`src/rtl/nibble_serial_add_ctrl_pkg.sv`:
```
// Shared types and constants for the nibble-serial adder sequencer.
package nibble_serial_add_ctrl_pkg;

   localparam int NIBBLE_W = 4;

   typedef enum logic [1:0] {
      IDLE = 2'd0,
      RUN  = 2'd1,
      DONE = 2'd2
   } state_t;

endpackage

```
`src/rtl/nibble_serial_add_ctrl_adder.sv`:
```
// Existing 4-bit ripple-carry adder reused as the serial datapath.
module fourbitfulladder (
   input  logic [3:0] a,
   input  logic [3:0] b,
   input  logic       cin,
   output logic [3:0] sum,
   output logic       cout
);

   logic carry;

   always_comb begin
      carry = cin;
      sum   = '0;
      for (int unsigned i = 0; i < 4; i++) begin
         sum[i] = a[i] ^ b[i] ^ carry;
         carry  = (a[i] & b[i]) | (carry & (a[i] ^ b[i]));
      end
      cout = carry;
   end

endmodule

```
`src/rtl/nibble_serial_add_ctrl.sv`:
```
// Adds two WIDTH-bit operands one nibble per clock through a single 4-bit adder,
// with valid/ready handshakes on both the operand and result sides.
module nibble_serial_add_ctrl
   import nibble_serial_add_ctrl_pkg::*;
#(
   parameter int WIDTH = 16
) (
   input  logic             clk,
   input  logic             rst_n,
   input  logic             in_valid,
   output logic             in_ready,
   input  logic [WIDTH-1:0] a,
   input  logic [WIDTH-1:0] b,
   input  logic             cin,
   output logic             out_valid,
   input  logic             out_ready,
   output logic [WIDTH-1:0] sum,
   output logic             cout,
   output logic             busy
);

   localparam int NIBBLES = WIDTH / NIBBLE_W;
   localparam int CNT_W   = (NIBBLES > 1) ? $clog2(NIBBLES) : 1;

   state_t               state, state_nx;
   logic [WIDTH-1:0]     a_sh, b_sh, res;
   logic                 carry;
   logic [CNT_W-1:0]     cnt;
   logic [NIBBLE_W-1:0]  nib;
   logic                 nib_cout;
   logic                 last;

   fourbitfulladder u_add (
      .a    (a_sh[NIBBLE_W-1:0]),
      .b    (b_sh[NIBBLE_W-1:0]),
      .cin  (carry),
      .sum  (nib),
      .cout (nib_cout)
   );

   assign last = (cnt == CNT_W'(NIBBLES - 1));
   assign sum  = res;

   always_ff @(posedge clk or negedge rst_n) begin
      if (!rst_n) state <= IDLE;
      else        state <= state_nx;
   end

   always_comb begin
      state_nx  = state;
      in_ready  = 1'b0;
      out_valid = 1'b0;
      busy      = 1'b0;
      case (state)
         IDLE: begin
            in_ready = 1'b1;
            if (in_valid) state_nx = RUN;
         end
         RUN: begin
            busy = 1'b1;
            if (last) state_nx = DONE;
         end
         DONE: begin
            busy      = 1'b1;
            out_valid = 1'b1;
            if (out_ready) state_nx = IDLE;
         end
         default: state_nx = IDLE;
      endcase
   end

   // Result fills from the MSB end so after NIBBLES passes nibble 0 lands in res[3:0].
   always_ff @(posedge clk or negedge rst_n) begin
      if (!rst_n) begin
         a_sh  <= '0;
         b_sh  <= '0;
         res   <= '0;
         carry <= 1'b0;
         cnt   <= '0;
         cout  <= 1'b0;
      end else begin
         case (state)
            IDLE: begin
               if (in_valid) begin
                  a_sh  <= a;
                  b_sh  <= b;
                  carry <= cin;
                  cnt   <= '0;
               end
            end
            RUN: begin
               res   <= (res >> NIBBLE_W) | (WIDTH'(nib) << (WIDTH - NIBBLE_W));
               a_sh  <= a_sh >> NIBBLE_W;
               b_sh  <= b_sh >> NIBBLE_W;
               carry <= nib_cout;
               cnt   <= cnt + CNT_W'(1);
               if (last) cout <= nib_cout;
            end
            default: ;
         endcase
      end
   end

endmodule

```
`config.mk`:
```
export PLATFORM = sky130hd
export DESIGN_NAME = nibble_serial_add_ctrl
export DESIGN_NICKNAME = d
export VERILOG_FILES = /design/src/rtl/nibble_serial_add_ctrl_pkg.sv /design/src/rtl/nibble_serial_add_ctrl_adder.sv /design/src/rtl/nibble_serial_add_ctrl.sv
export SDC_FILE = /design/constraint.sdc
export NUM_CORES = 1
export LEC_CHECK = 0
export BUFFER_PORTS_ARGS = -buffer_cell sky130_fd_sc_hd__buf_2
export CAP_MARGIN = 5
export CORE_UTILIZATION = 50
export DETAILED_ROUTE_END_ITERATION = 10
export MAX_ROUTING_LAYER = met4
export PLACE_DENSITY = 0.77
export SYNTH_ARGS = -nofsm -noshare
export SYNTH_HDL_FRONTEND = slang
export SYNTH_SLANG_ARGS = --single-unit
```
`constraint.sdc`:
```
create_clock -name clk -period 2.7 [get_ports clk]
set_clock_uncertainty 0.1 [all_clocks]
set_input_delay 0.27 -clock clk [delete_from_list [all_inputs] [get_ports clk]]
set_output_delay 0.27 -clock clk [all_outputs]
set_load 0.005 [all_outputs]
```
==> flow_metrics.env, run 1 <==
export IMPL_status="finished clean"
export IMPL_combPwrFrac_pct=48.2
export IMPL_overflow=0
export IMPL_power_frac_seq_pct=39.1
export IMPL_dp_cells=335
export IMPL_diodes=0
export IMPL_postRouteAntennaNets=0
export IMPL_crit_required_ps=2840
export IMPL_num_rows=25
export IMPL_tns_ps=0
export IMPL_fmax_ghz=0.4473
export IMPL_cts_setup_buffers=0
export IMPL_n_fill_cell=430
export IMPL_leakage_nw=1.431
export IMPL_min_path_type="primary input to flip-flop"
export IMPL_areaGrowthSynthToFinish_pct=15.95
export IMPL_switchingPower_mw=1.414
export IMPL_via_count=1746
export IMPL_hold_violations=0
export IMPL_ys_seq_area_share_pct=53.02
export IMPL_ctsHoldBuffers=1
export IMPL_drt_total_wl_um=4475
export IMPL_multiInputGateArea_sq_mm=0.001050
export IMPL_port_buffer_count=56
export IMPL_synth_avg_cell_area_sq_um=11.64
export IMPL_cts_made_buffers=5
export IMPL_hold_ws_ps=114.2
export IMPL_dieArea_sq_mm=0.005387
export IMPL_startpoint="a_sh[0]"
export IMPL_crit_arrival_ps=2380
export IMPL_p_per_area_mw_per_mm2=1222
export IMPL_cap_violations=0
export IMPL_htree_levels=2
export IMPL_instances_no_fill=344
export IMPL_rr_startpoint="a_sh[0]"
export IMPL_path_class="flip-flop to flip-flop"
export IMPL_grt_max_degree=53
export IMPL_synth_seq_cells=54
export IMPL_setup_worst_path_end_class="flip-flop"
export IMPL_crit_fanout=2
export IMPL_track_usage_pct=19.83
export IMPL_dp_hpwl_um=3239
export IMPL_final_cell_mix="buf_2 (56), dfrtp_1 (54), nand2_1 (37)"
export IMPL_p_clk_share_pct=12.7
export IMPL_grt_pass1_wl_um=7928
export IMPL_avgRoutedWirePerCell_um=13.01
export IMPL_syn_area_sq_mm=0.002549
export IMPL_clkSinkCount=54
export IMPL_r2r_cells=8
export IMPL_cts_resized_gates=0
export IMPL_final_nets=321
export IMPL_seqCellArea_sq_mm=0.001351
export IMPL_first_global_vias=1780
export IMPL_cts_tree="done"
export IMPL_die_y_um=73.40
export IMPL_p_int_mw=2.198
export IMPL_rrSetupSlack_ps=460
export IMPL_syn_inst=219
export IMPL_insertion_delay_ps=310
export IMPL_cts_root_buf="clkbuf_8"
export IMPL_drc=0
export IMPL_first_pass_iters=4
export IMPL_ir_drop_v=0.0006713
export IMPL_dpl_cell_area_sq_mm=0.002855
export IMPL_hold_depth=3
export IMPL_ys_types=24
export IMPL_drive_above_1_share_pct=33.94
export IMPL_final_cell_area_sq_mm=0.002955
export IMPL_worstMarginPinSlew_ps=853.0
export IMPL_die_x_um=73.40
export IMPL_antenna_found_initial=0
export IMPL_worstSetupStartpointType="flip-flop"
export IMPL_slew_headroom_pct=43.13
export IMPL_ios=57
export IMPL_synth_nets=264
export IMPL_yosys_warnings=0
export IMPL_worst_r2r_endpoint="sum[15]"
export IMPL_initial_core_util_pct=52.91
export IMPL_detail_route_iter0_violations=132
export IMPL_layout_commonest_cell="buf_2"
export IMPL_gp_congestion=0.7536
export IMPL_clockBufferDepth=2
export IMPL_drv_slew=0
export IMPL_fin_crit_sh_pct=82.80
export IMPL_via_per_inst=5.076
export IMPL_endpoint="sum[15]"
export IMPL_design_core_area_sq_mm=0.004817
export IMPL_clk_pin_slew_ps=100
export IMPL_p_sw_share_pct=39.15
export IMPL_fin_crit_ps=2236
export IMPL_setup_viol=0
export IMPL_rsz0062_at_grt="false"
## worst min-delay path by stage
stage	slack [ps]	from	end
after floorplan	-130	rst_n	a_sh[0]
after global placement	330	rst_n	sum[10]
after detailed placement	330	rst_n	sum[6]
after CTS	120	b[8]	b_sh[8]
after global routing	130	a[1]	a_sh[1]
final	110	b[8]	b_sh[8]
## routing by layer
| layer | vias up | GRT usage (%) | routed length [um] |
|---|---|---|---|
| met4 | 0 | 3.846 | 40 |
| met1 | 825 | 24.53 | 2131 |
| li1 | 865 | - | - |
| met3 | 4 | 5.075 | 203 |
| met5 | - | - | 0 |
| met2 | 52 | 33.23 | 2100 |
## cell usage after synthesis
master	n	area, sq um
nand2b_1	2	12.51
mux2i_1	25	250.2
buf_4	2	15.01
o21ai_2	7	61.31
o21ai_1	18	90.09
a22oi_1	8	60.06
clkbuf_1	2	7.510
ha_1	4	50.05
mux2i_4	1	22.52
nor2b_1	1	6.260
or2b_1	1	7.510
mux2_2	15	168.9
nand2_1	37	138.9
a32o_1	1	10.01
fa_1	4	80.08
dfrtp_1	54	1351
o31ai_1	1	7.510
a31oi_1	4	25.02
inv_1	10	37.54
buf_6	6	67.56
and2_1	1	6.260
buf_2	3	15.01
clkinv_1	2	7.510
o21ai_0	10	50.05
## logic make-up after synthesis
kind of cell	Yosys count	synth area share [%]
and+or+nand+nor	42	6.726
buffers and inverters	25	5.891
muxes	41	17.33
adders and majority gates	8	5.106
DFF	54	53.02
AOI/OAI and AO/OA	49	11.93
## state kept, by name (all words and copies together) (netlist names)
signal	count
a_sh	16
b_sh	16
sum	16
cnt	2
state	2
carry	1
cout	1
## metrics by stage
stage / total power, mW / utilization (%) / setup WS, ps
3_5_place_dp: 3.210 / 59.27 / 470.3
6_report: 3.612 / 61.35 / 464.4
2_1_floorplan: 2.839 / - / 556.1
3_3_place_gp: 3.142 / 59.27 / 513.8
5_1_grt: 3.964 / 61.35 / 339.1
4_1_cts: 3.662 / 61.35 / 448.6
## worst max-delay path, cell delays in order (launching register included)
cell     delay (ps)
dfrtp_1         410
fa_1            420
inv_1            70
fa_1            150
inv_1            40
fa_1            350
inv_1            70
fa_1            390
o21ai_0         140
## power by group through the flow
stage	clock network (mW)	registers, mW	logic, mW
2_1_floorplan	0	1.39	1.44
5_1_grt	0.495	1.46	2.01
3_5_place_dp	0	1.43	1.77
3_3_place_gp	0	1.41	1.73
4_1_cts	0.467	1.42	1.78
6_report	0.458	1.41	1.74
## cell type report
type                            count  share of cell area, %
Tap cell                           67                  2.837
Clock inverter                      3                 0.7197
Timing Repair Buffer               63                  11.35
Inverter                           12                  1.524
Clock buffer                        5                  2.329
Multi-Input combinational cell    140                  35.52
Sequential cell                    54                  45.72
(Power assumes the default switching activity.)
==> run 2: changes to the inputs <==
CORE_UTILIZATION = 48   (was 50)
clock period = 2 ns   (was 2.7 ns; I/O delays follow)
==> run 2 against run 1 <==
  * Critical path depth is the same
  * Clock power grew 61%
  * Maximum frequency grew 3.2%
  * Flip-flop and latch count is the same
  * Non-clock buffer count grew 2
  * The flow now finishes with violations (setup timing)
  * Final cell count grew 1.5%
  * Die area grew 4.1%
  * Worst hold slack lost 58 ps
  * Register-to-register slack lost 630 ps
  * Largest cell class unchanged
  * Total power grew 45%
==> flow_metrics.env, run 2 (same netlist as run 1, synthesis figures left out) <==
export IMPL_slowest_delay_ps=420
export IMPL_overflow=0
export IMPL_postRouteAntennaNets=0
export IMPL_fin_crit_sh_pct=108.3
export IMPL_die_x_um=74.87
export IMPL_first_global_vias=1746
export IMPL_design_core_area_sq_mm=0.005107
export IMPL_grt_use_met2_pct=31.03
export IMPL_dieArea_sq_mm=0.005606
export IMPL_port_buffer_count=56
export IMPL_n_fill_cell=450
export IMPL_hold_ws_ps=56.58
export IMPL_cp_slowest_cell="dfrtp_1"
export IMPL_worst_r2r_endpoint="sum[15]"
export IMPL_power_total_mw=5.231
export IMPL_antenna_found_initial=0
export IMPL_layout_commonest_cell="buf_2"
export IMPL_via_per_inst=4.986
export IMPL_grt_use_met3_pct=3.481
export IMPL_initial_core_util_pct=49.90
export IMPL_grt_use_met1_pct=22.21
export IMPL_status="complete, but fails checks"
export IMPL_switchingPower_mw=1.937
export IMPL_power_frac_seq_pct=36.3
export IMPL_hold_violations=0
export IMPL_p_int_mw=3.293
export IMPL_violations="setup timing"
export IMPL_worstMarginPinSlew_ps=663.2
export IMPL_ir_drop_v=0.0009859
export IMPL_clockBufferDepth=2
export IMPL_path_class="flip-flop to flip-flop"
export IMPL_leakage_nw=1.468
export IMPL_p_clk_share_pct=14.1
export IMPL_cts_made_buffers=5
export IMPL_cts_root_buf="clkbuf_8"
export IMPL_final_cell_mix="buf_2 (56), dfrtp_1 (54), nand2_1 (37)"
export IMPL_r2r_cells=8
export IMPL_crit_arrival_ps=2300
export IMPL_slew_headroom_pct=55.78
export IMPL_min_path_type="primary input to flip-flop"
export IMPL_clk_pin_slew_ps=100
export IMPL_dp_hpwl_um=3147
export IMPL_p_per_area_mw_per_mm2=1713
export IMPL_worstSetupStartpointType="flip-flop"
export IMPL_ios=57
export IMPL_fin_crit_ps=2166
export IMPL_path_cells="fa_2 -> inv_2 -> fa_2 -> inv_2 -> fa_2 -> inv_2 -> fa_1 -> o21ai_1"
export IMPL_grt_pass1_wl_um=7514
export IMPL_diodes=0
export IMPL_rsz0062_at_grt="true"
export IMPL_clkSinkCount=54
export IMPL_setup_worst_path_end_class="flip-flop"
export IMPL_first_pass_iters=4
export IMPL_track_usage_pct=18.49
export IMPL_num_rows=26
export IMPL_cts_tree="done"
export IMPL_drc=0
export IMPL_grt_max_degree=55
export IMPL_htree_levels=2
export IMPL_gp_congestion=0.7229
export IMPL_startpoint="a_sh[0]"
export IMPL_die_y_um=74.87
export IMPL_multiInputGateArea_sq_mm=0.001057
export IMPL_rrSetupSlack_ps=-170
export IMPL_rr_startpoint="a_sh[0]"
export IMPL_drive_above_1_share_pct=36.56
export IMPL_areaGrowthSynthToFinish_pct=19.83
export IMPL_avgRoutedWirePerCell_um=12.32
export IMPL_setup_slack_ps=-166.1
export IMPL_cap_violations=0
export IMPL_combPwrFrac_pct=49.7
export IMPL_final_nets=323
export IMPL_fmax_ghz=0.4617
export IMPL_via_count=1740
export IMPL_drt_total_wl_um=4299
export IMPL_seqCellArea_sq_mm=0.001351
export IMPL_endpoint="sum[15]"
export IMPL_p_sw_share_pct=37.04
export IMPL_pre_cts_slack_ps=-204.5
export IMPL_drv_slew=0
export IMPL_crit_fanout=2
export IMPL_crit_required_ps=2140
export IMPL_setup_viol=3
export IMPL_tns_ps=-349.1
export IMPL_final_util_pct=59.80
export IMPL_grt_busiest_layer="met2"
export IMPL_detail_route_iter0_violations=55
export IMPL_insertion_delay_ps=310
==> run 2: worst min path at each step <==
| stage | start | end | cells after the start |
|---|---|---|---|
| finish | b[7] | b_sh[7] | 3 |
| global route | b[5] | b_sh[5] | 3 |
| CTS | b[7] | b_sh[7] | 3 |
| detailed placement | rst_n | sum[6] | 2 |
| global placement | rst_n | sum[6] | 2 |
| floorplan | rst_n | a_sh[0] | 0 |
==> run 2: stage by stage <==
step,instances,instance area [sq um]
3_3_place_gp,340,2932
6_report,349,3054
4_1_cts,349,3054
5_1_grt,349,3054
2_1_floorplan,219,2556
3_5_place_dp,340,2932
==> run 2: power groups by stage <==
stage | clock network (mW) | logic, mW | registers [mW]
after floorplan | 0 | 1.98 | 1.89
after global placement | 0 | 2.55 | 1.90
after detailed placement | 0 | 2.63 | 1.93
after CTS | 0.748 | 2.65 | 1.91
after global routing | 0.791 | 2.95 | 1.98
final | 0.736 | 2.60 | 1.90
==> run 2: final cells by class <==
type	instances	share of cell area, %
clock buffer	5	2.253
clock inverter	3	1.434
inverter	12	1.475
multi-input combinational	140	34.62
sequential	54	44.24
tap	70	2.868
timing repair buffer	65	13.11
==> run 2: layer usage <==
metal	vias to the layer above	share of wire (%)
li1	868	-
met1	817	46
met2	50	47
met3	5	5.5
met4	0	1.4
met5	-	0
==> run 2: what timing repair did <==
action,4_1_cts,5_1_grt
endpoints found under the hold margin,54,0
resized for setup,1,0
pin swaps,3,0
hold buffers,1,0
cloned,0,0
setup buffers,0,0
setup endpoints to repair,3,4
==> run 2: worst max-delay path, delay by kind of cell (launching register included) <==
kind,cells,cell delay [ps]
buffers and inverters,3,160
AOI/OAI and AO/OA,1,120
adders and majority gates,4,1300
DFF,1,420
